<file path="config.mk">
export PLATFORM = sky130hd
export DESIGN_NAME = clb_cfg_loader
export DESIGN_NICKNAME = d
export VERILOG_FILES = /design/src/rtl/clb_cfg_pkg.sv /design/src/rtl/cfg_deser.sv /design/src/rtl/clb_cfg_loader.sv
export SDC_FILE = /design/constraint.sdc
export NUM_CORES = 1
export LEC_CHECK = 0
export ABC_AREA = 1
export ABC_CLOCK_PERIOD_IN_PS = 1650
export CAP_MARGIN = 20
export CORE_ASPECT_RATIO = 1.75
export CORE_MARGIN = 4
export CORE_UTILIZATION = 40
export CTS_CLUSTER_DIAMETER = 120
export CTS_CLUSTER_SIZE = 14
export DETAILED_ROUTE_END_ITERATION = 12
export PLACE_DENSITY = 0.69
export SYNTH_ARGS = -nofsm -noshare
export SYNTH_HDL_FRONTEND = slang
export SYNTH_SLANG_ARGS = --single-unit
</file>
<file path="constraint.sdc">
create_clock -name clk -period 1.65 [get_ports clk]
set_input_delay 0.33 -clock clk [delete_from_list [all_inputs] [get_ports clk]]
set_output_delay 0.33 -clock clk [all_outputs]
set_load 0.01 [all_outputs]
</file>
<file path="src/rtl/clb_cfg_pkg.sv">
// -----------------------------------------------------------------------------
// clb_cfg_pkg
// Shared definitions for the CLB mux-slice configuration loader:
//   - default slice count / config width, shared with the slice instantiation
//   - FSM state encoding (localparams plus the enum built from them)
//   - target-counter width helper
// No ports (package).
// -----------------------------------------------------------------------------
package clb_cfg_pkg;

  localparam int CFG_NUM_TARGETS  = 4;
  localparam int CFG_TARGET_WIDTH = 3;

  localparam logic [2:0] ST_IDLE   = 3'd0;
  localparam logic [2:0] ST_SHIFT  = 3'd1;
  localparam logic [2:0] ST_CHECK  = 3'd2;
  localparam logic [2:0] ST_COMMIT = 3'd3;
  localparam logic [2:0] ST_FINISH = 3'd4;

  typedef enum logic [2:0] {
    S_IDLE   = ST_IDLE,
    S_SHIFT  = ST_SHIFT,
    S_CHECK  = ST_CHECK,
    S_COMMIT = ST_COMMIT,
    S_FINISH = ST_FINISH
  } state_t;

  // A single target still needs a 1-bit counter.
  function automatic int tgt_cnt_width(input int n);
    return (n <= 1) ? 1 : $clog2(n);
  endfunction

endpackage

</file>
<file path="src/rtl/cfg_deser.sv">
// -----------------------------------------------------------------------------
// cfg_deser
// Shadow shift register and bit counter for one configuration word.
// Bits land LSB first at shadow[bitcnt]. With CLB_CFG_PARITY_EN defined the
// shadow is one bit wider and holds the trailing even-parity bit.
//
// Ports:
//   clk, rst      clock, synchronous active-high reset
//   i_clear       return the bit counter to 0 (start of a new word)
//   i_shift       accept i_bit this cycle
//   i_bit         serial data bit
//   o_word_nxt    word including the bit being accepted now (no-parity build)
//   o_word        registered word bits (parity build)
//   o_parity_ok   XOR over word and parity bit is 0 (parity build)
//   o_last        the bit counter points at the final bit of the word
//
// Build option: CLB_CFG_PARITY_EN
// -----------------------------------------------------------------------------
module cfg_deser
  import clb_cfg_pkg::*;
#(
  parameter int TARGET_WIDTH = CFG_TARGET_WIDTH
) (
  input  logic                    clk,
  input  logic                    rst,
  input  logic                    i_clear,
  input  logic                    i_shift,
  input  logic                    i_bit,
`ifdef CLB_CFG_PARITY_EN
  output logic [TARGET_WIDTH-1:0] o_word,
  output logic                    o_parity_ok,
`else
  output logic [TARGET_WIDTH-1:0] o_word_nxt,
`endif
  output logic                    o_last
);

`ifdef CLB_CFG_PARITY_EN
  localparam int PAR_BITS = 1;
`else
  localparam int PAR_BITS = 0;
`endif
  localparam int SW   = TARGET_WIDTH + PAR_BITS;
  localparam int BC_W = $clog2(TARGET_WIDTH + 1);

  logic [SW-1:0]   r_shadow;
  logic [BC_W-1:0] r_bitcnt;

  assign o_last = (r_bitcnt == BC_W'(SW - 1));

  // The counter stops on the last bit; the next word starts with i_clear.
  always_ff @(posedge clk) begin
    if (rst) begin
      r_shadow <= '0;
      r_bitcnt <= '0;
    end else if (i_clear) begin
      r_bitcnt <= '0;
    end else if (i_shift) begin
      r_shadow[r_bitcnt] <= i_bit;
      if (!o_last) r_bitcnt <= r_bitcnt + BC_W'(1);
    end
  end

`ifdef CLB_CFG_PARITY_EN
  assign o_word      = r_shadow[TARGET_WIDTH-1:0];
  assign o_parity_ok = ~(^r_shadow);
`else
  // Without a CHECK cycle the commit happens straight off the last bit, so
  // the word is taken with that bit already merged in.
  logic [SW-1:0] w_shadow_nxt;
  always_comb begin
    w_shadow_nxt           = r_shadow;
    w_shadow_nxt[r_bitcnt] = i_bit;
  end
  assign o_word_nxt = w_shadow_nxt[TARGET_WIDTH-1:0];
`endif

endmodule

</file>
<file path="src/rtl/clb_cfg_loader.sv">
// -----------------------------------------------------------------------------
// clb_cfg_loader
// Serial configuration sequencer for the CLB mux slices. Deserializes one
// TARGET_WIDTH-bit word per slice (LSB first), drives it on the shared
// config_out bus and strobes the matching comb_set bit for one cycle.
// Slices are loaded in order 0 .. NUM_TARGETS-1.
//
// Handshake: cfg_bit is consumed on a rising edge where cfg_valid && cfg_ready.
// cfg_ready is a registered output that depends only on the FSM state (high
// throughout SHIFT); cfg_valid low simply stalls, with no timeout.
//
// Ports:
//   clk, rst    clock, synchronous active-high reset
//   start       begin a sequence (sampled only in IDLE)
//   cfg_bit     serial config data, LSB first
//   cfg_valid   cfg_bit valid
//   cfg_ready   loader accepts a bit this cycle
//   config_out  shared config word, held until the next commit
//   comb_set    one-hot commit strobe, bit i to slice i
//   busy        not in IDLE
//   done        one-cycle pulse at sequence end
//   err         sticky parity error (tied 0 without CLB_CFG_PARITY_EN)
//   dbg_state   current FSM state (clb_cfg_pkg ST_* encoding)
//
// Build option: CLB_CFG_PARITY_EN adds a trailing even-parity bit per word and
// a CHECK state; a failing word ends the sequence with err set.
// -----------------------------------------------------------------------------
module clb_cfg_loader
  import clb_cfg_pkg::*;
#(
  parameter int NUM_TARGETS  = CFG_NUM_TARGETS,
  parameter int TARGET_WIDTH = CFG_TARGET_WIDTH
) (
  input  logic                    clk,
  input  logic                    rst,
  input  logic                    start,
  input  logic                    cfg_bit,
  input  logic                    cfg_valid,
  output logic                    cfg_ready,
  output logic [TARGET_WIDTH-1:0] config_out,
  output logic [NUM_TARGETS-1:0]  comb_set,
  output logic                    busy,
  output logic                    done,
  output logic                    err,
  output logic [2:0]              dbg_state
);

  localparam int               TGT_W    = tgt_cnt_width(NUM_TARGETS);
  localparam logic [TGT_W-1:0] TGT_LAST = TGT_W'(NUM_TARGETS - 1);

  state_t                  r_state;
  logic [TGT_W-1:0]        r_tgt;
  logic                    r_cfg_ready;
  logic [TARGET_WIDTH-1:0] r_config_out;
  logic [NUM_TARGETS-1:0]  r_comb_set;
  logic                    r_busy;
  logic                    r_done;

  logic                    w_shift;
  logic                    w_clear;
  logic                    w_last;
  logic [NUM_TARGETS-1:0]  w_onehot;
`ifdef CLB_CFG_PARITY_EN
  logic                    r_err;
  logic [TARGET_WIDTH-1:0] w_word;
  logic                    w_parity_ok;
`else
  logic [TARGET_WIDTH-1:0] w_word_nxt;
`endif

  assign w_shift  = r_cfg_ready & cfg_valid;
  // Bit counter restarts while idle and during each commit, so every SHIFT
  // phase begins at bit 0.
  assign w_clear  = (r_state == S_IDLE) || (r_state == S_COMMIT);
  assign w_onehot = NUM_TARGETS'(1) << r_tgt;

  cfg_deser #(
    .TARGET_WIDTH (TARGET_WIDTH)
  ) u_deser (
    .clk         (clk),
    .rst         (rst),
    .i_clear     (w_clear),
    .i_shift     (w_shift),
    .i_bit       (cfg_bit),
`ifdef CLB_CFG_PARITY_EN
    .o_word      (w_word),
    .o_parity_ok (w_parity_ok),
`else
    .o_word_nxt  (w_word_nxt),
`endif
    .o_last      (w_last)
  );

  always_ff @(posedge clk) begin
    if (rst) begin
      r_state      <= S_IDLE;
      r_tgt        <= '0;
      r_cfg_ready  <= 1'b0;
      r_config_out <= '0;
      r_comb_set   <= '0;
      r_busy       <= 1'b0;
      r_done       <= 1'b0;
`ifdef CLB_CFG_PARITY_EN
      r_err        <= 1'b0;
`endif
    end else begin
      // Strobes last exactly one cycle unless re-asserted below.
      r_comb_set <= '0;
      r_done     <= 1'b0;
      case (r_state)
        S_IDLE: begin
          r_tgt <= '0;
          if (start) begin
            r_state     <= S_SHIFT;
            r_cfg_ready <= 1'b1;
            r_busy      <= 1'b1;
`ifdef CLB_CFG_PARITY_EN
            r_err       <= 1'b0;
`endif
          end
        end
        S_SHIFT: begin
          if (w_shift && w_last) begin
            r_cfg_ready <= 1'b0;
`ifdef CLB_CFG_PARITY_EN
            r_state     <= S_CHECK;
`else
            r_state      <= S_COMMIT;
            r_config_out <= w_word_nxt;
            r_comb_set   <= w_onehot;
`endif
          end
        end
`ifdef CLB_CFG_PARITY_EN
        S_CHECK: begin
          if (w_parity_ok) begin
            r_state      <= S_COMMIT;
            r_config_out <= w_word;
            r_comb_set   <= w_onehot;
          end else begin
            // Bad word: skip the commit and end the sequence flagged.
            r_err   <= 1'b1;
            r_state <= S_FINISH;
            r_done  <= 1'b1;
          end
        end
`endif
        S_COMMIT: begin
          if (r_tgt == TGT_LAST) begin
            r_state <= S_FINISH;
            r_done  <= 1'b1;
          end else begin
            r_tgt       <= r_tgt + TGT_W'(1);
            r_state     <= S_SHIFT;
            r_cfg_ready <= 1'b1;
          end
        end
        S_FINISH: begin
          r_state <= S_IDLE;
          r_busy  <= 1'b0;
        end
        default: begin
          r_state     <= S_IDLE;
          r_busy      <= 1'b0;
          r_cfg_ready <= 1'b0;
        end
      endcase
    end
  end

  assign cfg_ready  = r_cfg_ready;
  assign config_out = r_config_out;
  assign comb_set   = r_comb_set;
  assign busy       = r_busy;
  assign done       = r_done;
  assign dbg_state  = r_state;
`ifdef CLB_CFG_PARITY_EN
  assign err = r_err;
`else
  assign err = 1'b0;
`endif

endmodule

</file>
# Yosys cells after proc, flatten, opt, wreduce, memory -nomap -nowiden
# Cells that the tools add are included.
op_classes:
  bitwise: 8
  n_reduce_logical: 16
  n_mux: 15
  add_sub_neg: 2
  shift: 1
  magnitude_cmp: 2
  eq_ne: 8
ops:
  columns: ["cell", "count"]
  rows:
  - ["$reduce_and 2->1", 6]
  - ["$mux 3", 3]
  - ["$pmux 3 s3", 1]
  - ["$not 1->1", 7]
  - ["$ne 2x2->1 const B", 3]
  - ["$reduce_or 2->1", 3]
  - ["$mux 1", 5]
  - ["$add 2x1->2 const B", 2]
  - ["$eq 2x2->1 const B", 2]
  - ["$pmux 1 s4", 1]
  - ["$pmux 2 s2", 1]
  - ["$reduce_and 4->1", 1]
  - ["$shl 1x2->4 const A", 1]
  - ["$bwmux 3", 1]
  - ["$eq 3x1->1 const B", 1]
  - ["$eq 3x2->1 const B", 1]
  - ["$eq 3x3->1 const B", 1]
  - ["$logic_not 3->1", 1]
  - ["$lt 2x3->1 const B", 1]
  - ["$reduce_or 3->1", 1]
  - ["$demux 1 s2", 1]
  - ["$ge 2x1->1 const B", 1]
  - ["$logic_and 1x1->1", 2]
  - ["$mux 2", 1]
  - ["other kinds (4)", 4]
totals:
  register_bits: 20
  in_bits: 5

# Longest topological paths before layout
logic_depth:
  word_depth: 5
  depth_mapped: 9
  ltp_nobuf: 9

# Modules after synthesis
# A second synthesis with hierarchy kept.
unflattened:
  hier_cells: 132
  area_unflattened_um2: 922.1
modules_own_cells:
  columns: ["module", "instances", "cells_each", "area_per_inst_um2", "seq_area_each_um2"]
  rows:
  - ["clb_cfg_loader", 1, 80, 606.8, 300.3]
  - ["cfg_deser", 1, 52, 315.3, 100.1]

# Worst setup path after synthesis
# Ideal clock, no wire load.
synth_timing:
  kind: "reg2reg"
  from: "register u_deser.r_bitcnt[0]"
  to: "register r_cfg_ready, in the netlist cfg_ready"
  path_stages_with_launch: 10
  required_ns: 1.535
  period_less_slack_ns: 1.217
  arrival_ns: 1.102
  setup_slack_ns: 0.433
  n_path_buf: 0
  path_cell_list: "dfxtp_1 inv_1 ha_1 inv_1 nor2_1 nor2_1 nor2_1 nand3_1 nand2_1 nor2_1"
synth_via:
  elab_chain_len: 4
synth_lines:
  columns: ["item", "line", "source"]
  rows:
  - ["start, declared", "cfg_deser.sv:47", "logic [BC_W-1:0] r_bitcnt;"]
  - ["start signal, assigned", "cfg_deser.sv:60", "if (!o_last) r_bitcnt <= r_bitcnt + BC_W'(1);"]
  - ["$eq 2x2->1", "cfg_deser.sv:49", "assign o_last = (r_bitcnt == BC_W'(SW - 1));"]
  - ["$logic_and 1x1->1", "clb_cfg_loader.sv:123", "if (w_shift && w_last) begin"]
  - ["$ne 2x2->1 (no line)", null, null]
  - ["$reduce_and 4->1 (no line)", null, null]
  - ["end signal, assigned", "clb_cfg_loader.sv:115", "r_cfg_ready <= 1'b1;"]
  - ["end signal, assigned", "clb_cfg_loader.sv:124", "r_cfg_ready <= 1'b0;"]
  - ["end signal, assigned", "clb_cfg_loader.sv:155", "r_cfg_ready <= 1'b1;"]
  - ["end, declared", "clb_cfg_loader.sv:53", "logic r_cfg_ready;"]
# Every way passes these cells.
# A chain may end at the register's enable or synchronous reset.

# Worst setup path after layout
layout_timing:
  from: "register r_state[1], in the netlist dbg_state[1]"
  to: "output dbg_state[1]"
layout_lines:
  columns: ["item", "line", "source"]
  rows:
  - ["start, declared", "clb_cfg_loader.sv:51", "state_t r_state;"]
  - ["start signal, assigned", "clb_cfg_loader.sv:96", "r_state <= S_IDLE;"]
  - ["start signal, assigned", "clb_cfg_loader.sv:114", "r_state <= S_SHIFT;"]
  - ["start signal, assigned", "clb_cfg_loader.sv:128", "r_state <= S_COMMIT;"]
  - ["end, declared", "clb_cfg_loader.sv:45", "output logic [2:0] dbg_state"]
# No word-level cell between the ends.

==> flow_summary.yaml <==
outcome:
  status: "finished, final reports clean"
floorplan:
  start_util_pct: 43.0
  fp.dieH_um: 72.0
  die_area_mm2: 0.00321
  die_x_um: 44.6
  ioPinCount: 19
  rows: 22
  core-area_mm2: 0.00217
worst_setup_path:
  critPathKind: "reg2out"
  critPathLaunchType: "register"
  timing.rr.start: "u_deser.r_bitcnt[0]"
  path_buf_inv: 1
  max_stage_delay_ns: 0.56
  cp-end-kind: "output port"
  crit_chain: "clkdlybuf4s50_1"
  crit_required_ns: 1.32
  crit_path_start: "dbg_state[1]"
  arrival_ns: 1.26
  cp_slowest_cell: "clkdlybuf4s50_1"
  cpLargestDelayFamily: "buffers and inverters"
  path_max_fanout: 5
timing:
  timing.final.crit_share_pct: 96.5
  fmax_mhz: 628
  slew_viol_final: 0
  rsz0062_at_grt: "false"
  hold_viol_final: 0
  fin_crit_ns: 1.59
  setup_viol: 0
  fin_tns_setup_ns: 0
  fin_hold_ws_ns: 0.472
  clock_skew_ns: 0.00533
drt:
  dr.pass1.iters: 3
  wl_per_cell_um: 10.4
  dr_wl_met3_um: 49
  drt-total-wl_mm: 1.72
  drt_iter0_markers: 18
  wl_met2_um: 970
  drc: 0
  top_layer: "met4"
  ant_nets: 0
  via_count: 771
  wirelength_met1_um: 667
  vias_per_cell: 4.64
clocking:
  cts_root_buffer: "clkbuf_4"
  cts_tree: "done"
  cts_made_buffers: 3
  cts_max_level: 1
  cts_hold_buf: 0
  clkTransAtPathRegs_ns: 0.11
  ctsResizeCount: 3
  cts.sinks: 20
  clk_latency_ns: 0.29
  clockBufferDepth: 2
  postCtsSetupRepairBufs: 0
cells_and_area:
  syn_to_final_growth_pct: 24.5
  stdcell_area_mm2: 0.00116
  layout.nets: 153
  final_layout_size_suffix_gt1_share_pct: 19.7
  post-route-util_pct: 53.6
  final_cell_mix: "nand2_1 (23), nor2_1 (21), dfxtp_1 (17), clkdlybuf4s50_1 (17), inv_1 (13)"
  layout_commonest_cell: "nand2_1"
  antenna_cells: 0
pwr:
  p_sw_mw: 0.208
  clockPowerShare_pct: 27.1
  p_per_area_mw_per_mm2: 714
  power.share.switching_pct: 25.0
  combinationalPowerShare_pct: 12.7
  p_int_mw: 0.624
  p_seq_share_pct: 60.2
  peakVddDrop_v: 0.000529
  power.leakage_nw: 0.488
placement:
  place_hpwl_mm: 1.42
  gp_congestion: 0.734
  dpl-instance-area_mm2: 0.00114
  io_buffers: 17
synthesis:
  synth_nets: 131
  synth_area_um2: 936
  ys_types: 22
  synth_area_leaders: "dfxtp_1 (43%), nand2_1 (9.2%), nor2_1 (8.4%)"
  ys_seq_area_share_pct: 42.8
  yosys_warnings: 0
  synth_top_area_share_pct: 42.8
  synth_area_per_cell_um2: 7.67
  synthCells: 122
  synth_top_cell_by_area: "dfxtp_1"
  synth_seq_cells: 20
global_route:
  grt_pass1_wl_mm: 2.90
  antenna_found_initial: 0
  grt_usage_pct: 12.1
  grt_pass1_vias: 733
  overflow: 0
  grt_max_degree: 11
worst_hold_path:
  hold_class: "reg2reg"
  hold_start: "u_deser.r_shadow[1]"
run:
  max_cap_violations: 0
[flip-flops by register name, indices dropped and copies added, names as in the netlist]
signal and count:
busy 1, comb_set 4, config_out 3, cfg_ready 1, dbg_state 3, u_deser.r_bitcnt 2, u_deser.r_shadow 3, r_tgt 2
done 1
[final timing paths]
| kind | cells after the start | end | slack, ns |
|---|---|---|---|
| max | 1 | dbg_state[1] | 0.06 |
| min | 2 | u_deser.r_shadow[1] | 0.47 |
| max reg2reg | 8 | comb_set[3] | 0.25 |
| min reg2reg | 2 | u_deser.r_shadow[1] | 0.47 |
[power groups by stage]
stage          Sequential [mW]  Combinational [mW]  Clock [mW]
2_1_floorplan            0.513              0.0667           0
3_3_place_gp             0.510               0.106           0
3_5_place_dp             0.511               0.107           0
4_1_cts                  0.500               0.107       0.232
5_1_grt                  0.501               0.118       0.251
6_report                 0.500               0.106       0.226
[layout make-up]
class	instances	area, µm²
multi-input cells	83	457
well taps	24	30.0
flip-flops and latches	20	404
inverters	17	66.3
clock buffers	3	22.5
repair buffers	19	185
fillers	231	1010
[kinds of logic (layout without fill, tap and decap cells)]
kind of cell               Yosys count  after routing  synth area share, %
AOI/OAI and AO/OA                   16             16                 9.76
adders and majority gates            4              4                 5.35
buffers and inverters               19             39                 8.42
DFF                                 20             20                 42.8
other                                1              1                0.401
and+or+nand+nor                     62             62                 33.3
[per-stage QoR]
step,power (mW),std cells,worst slack [ns]
3_5_place_dp,0.618,163,0.144
2_1_floorplan,0.580,122,0.433
4_1_cts,0.839,166,0.0461
3_3_place_gp,0.616,163,0.166
5_1_grt,0.871,166,0.0230
6_report,0.831,166,0.0577
[synthesized netlist by cell type, drive strengths merged]
cell type,n
nand2,30
o21ai,6
nor3,1
ha,4
a21oi,10
nor2,26
conb,1
inv,17
buf,2
nand4,1
dfxtp,20
nand3,4
[layer usage]
| metal | up-vias | global-route usage, % |
|---|---|---|
| met5 | - | 0 |
| met4 | 0 | 7.05 |
| met3 | 4 | 2.23 |
| met2 | 9 | 22.2 |
| met1 | 342 | 11.9 |
| li1 | 416 | - |
No activity file was read; power rests on OpenSTA's default activity.
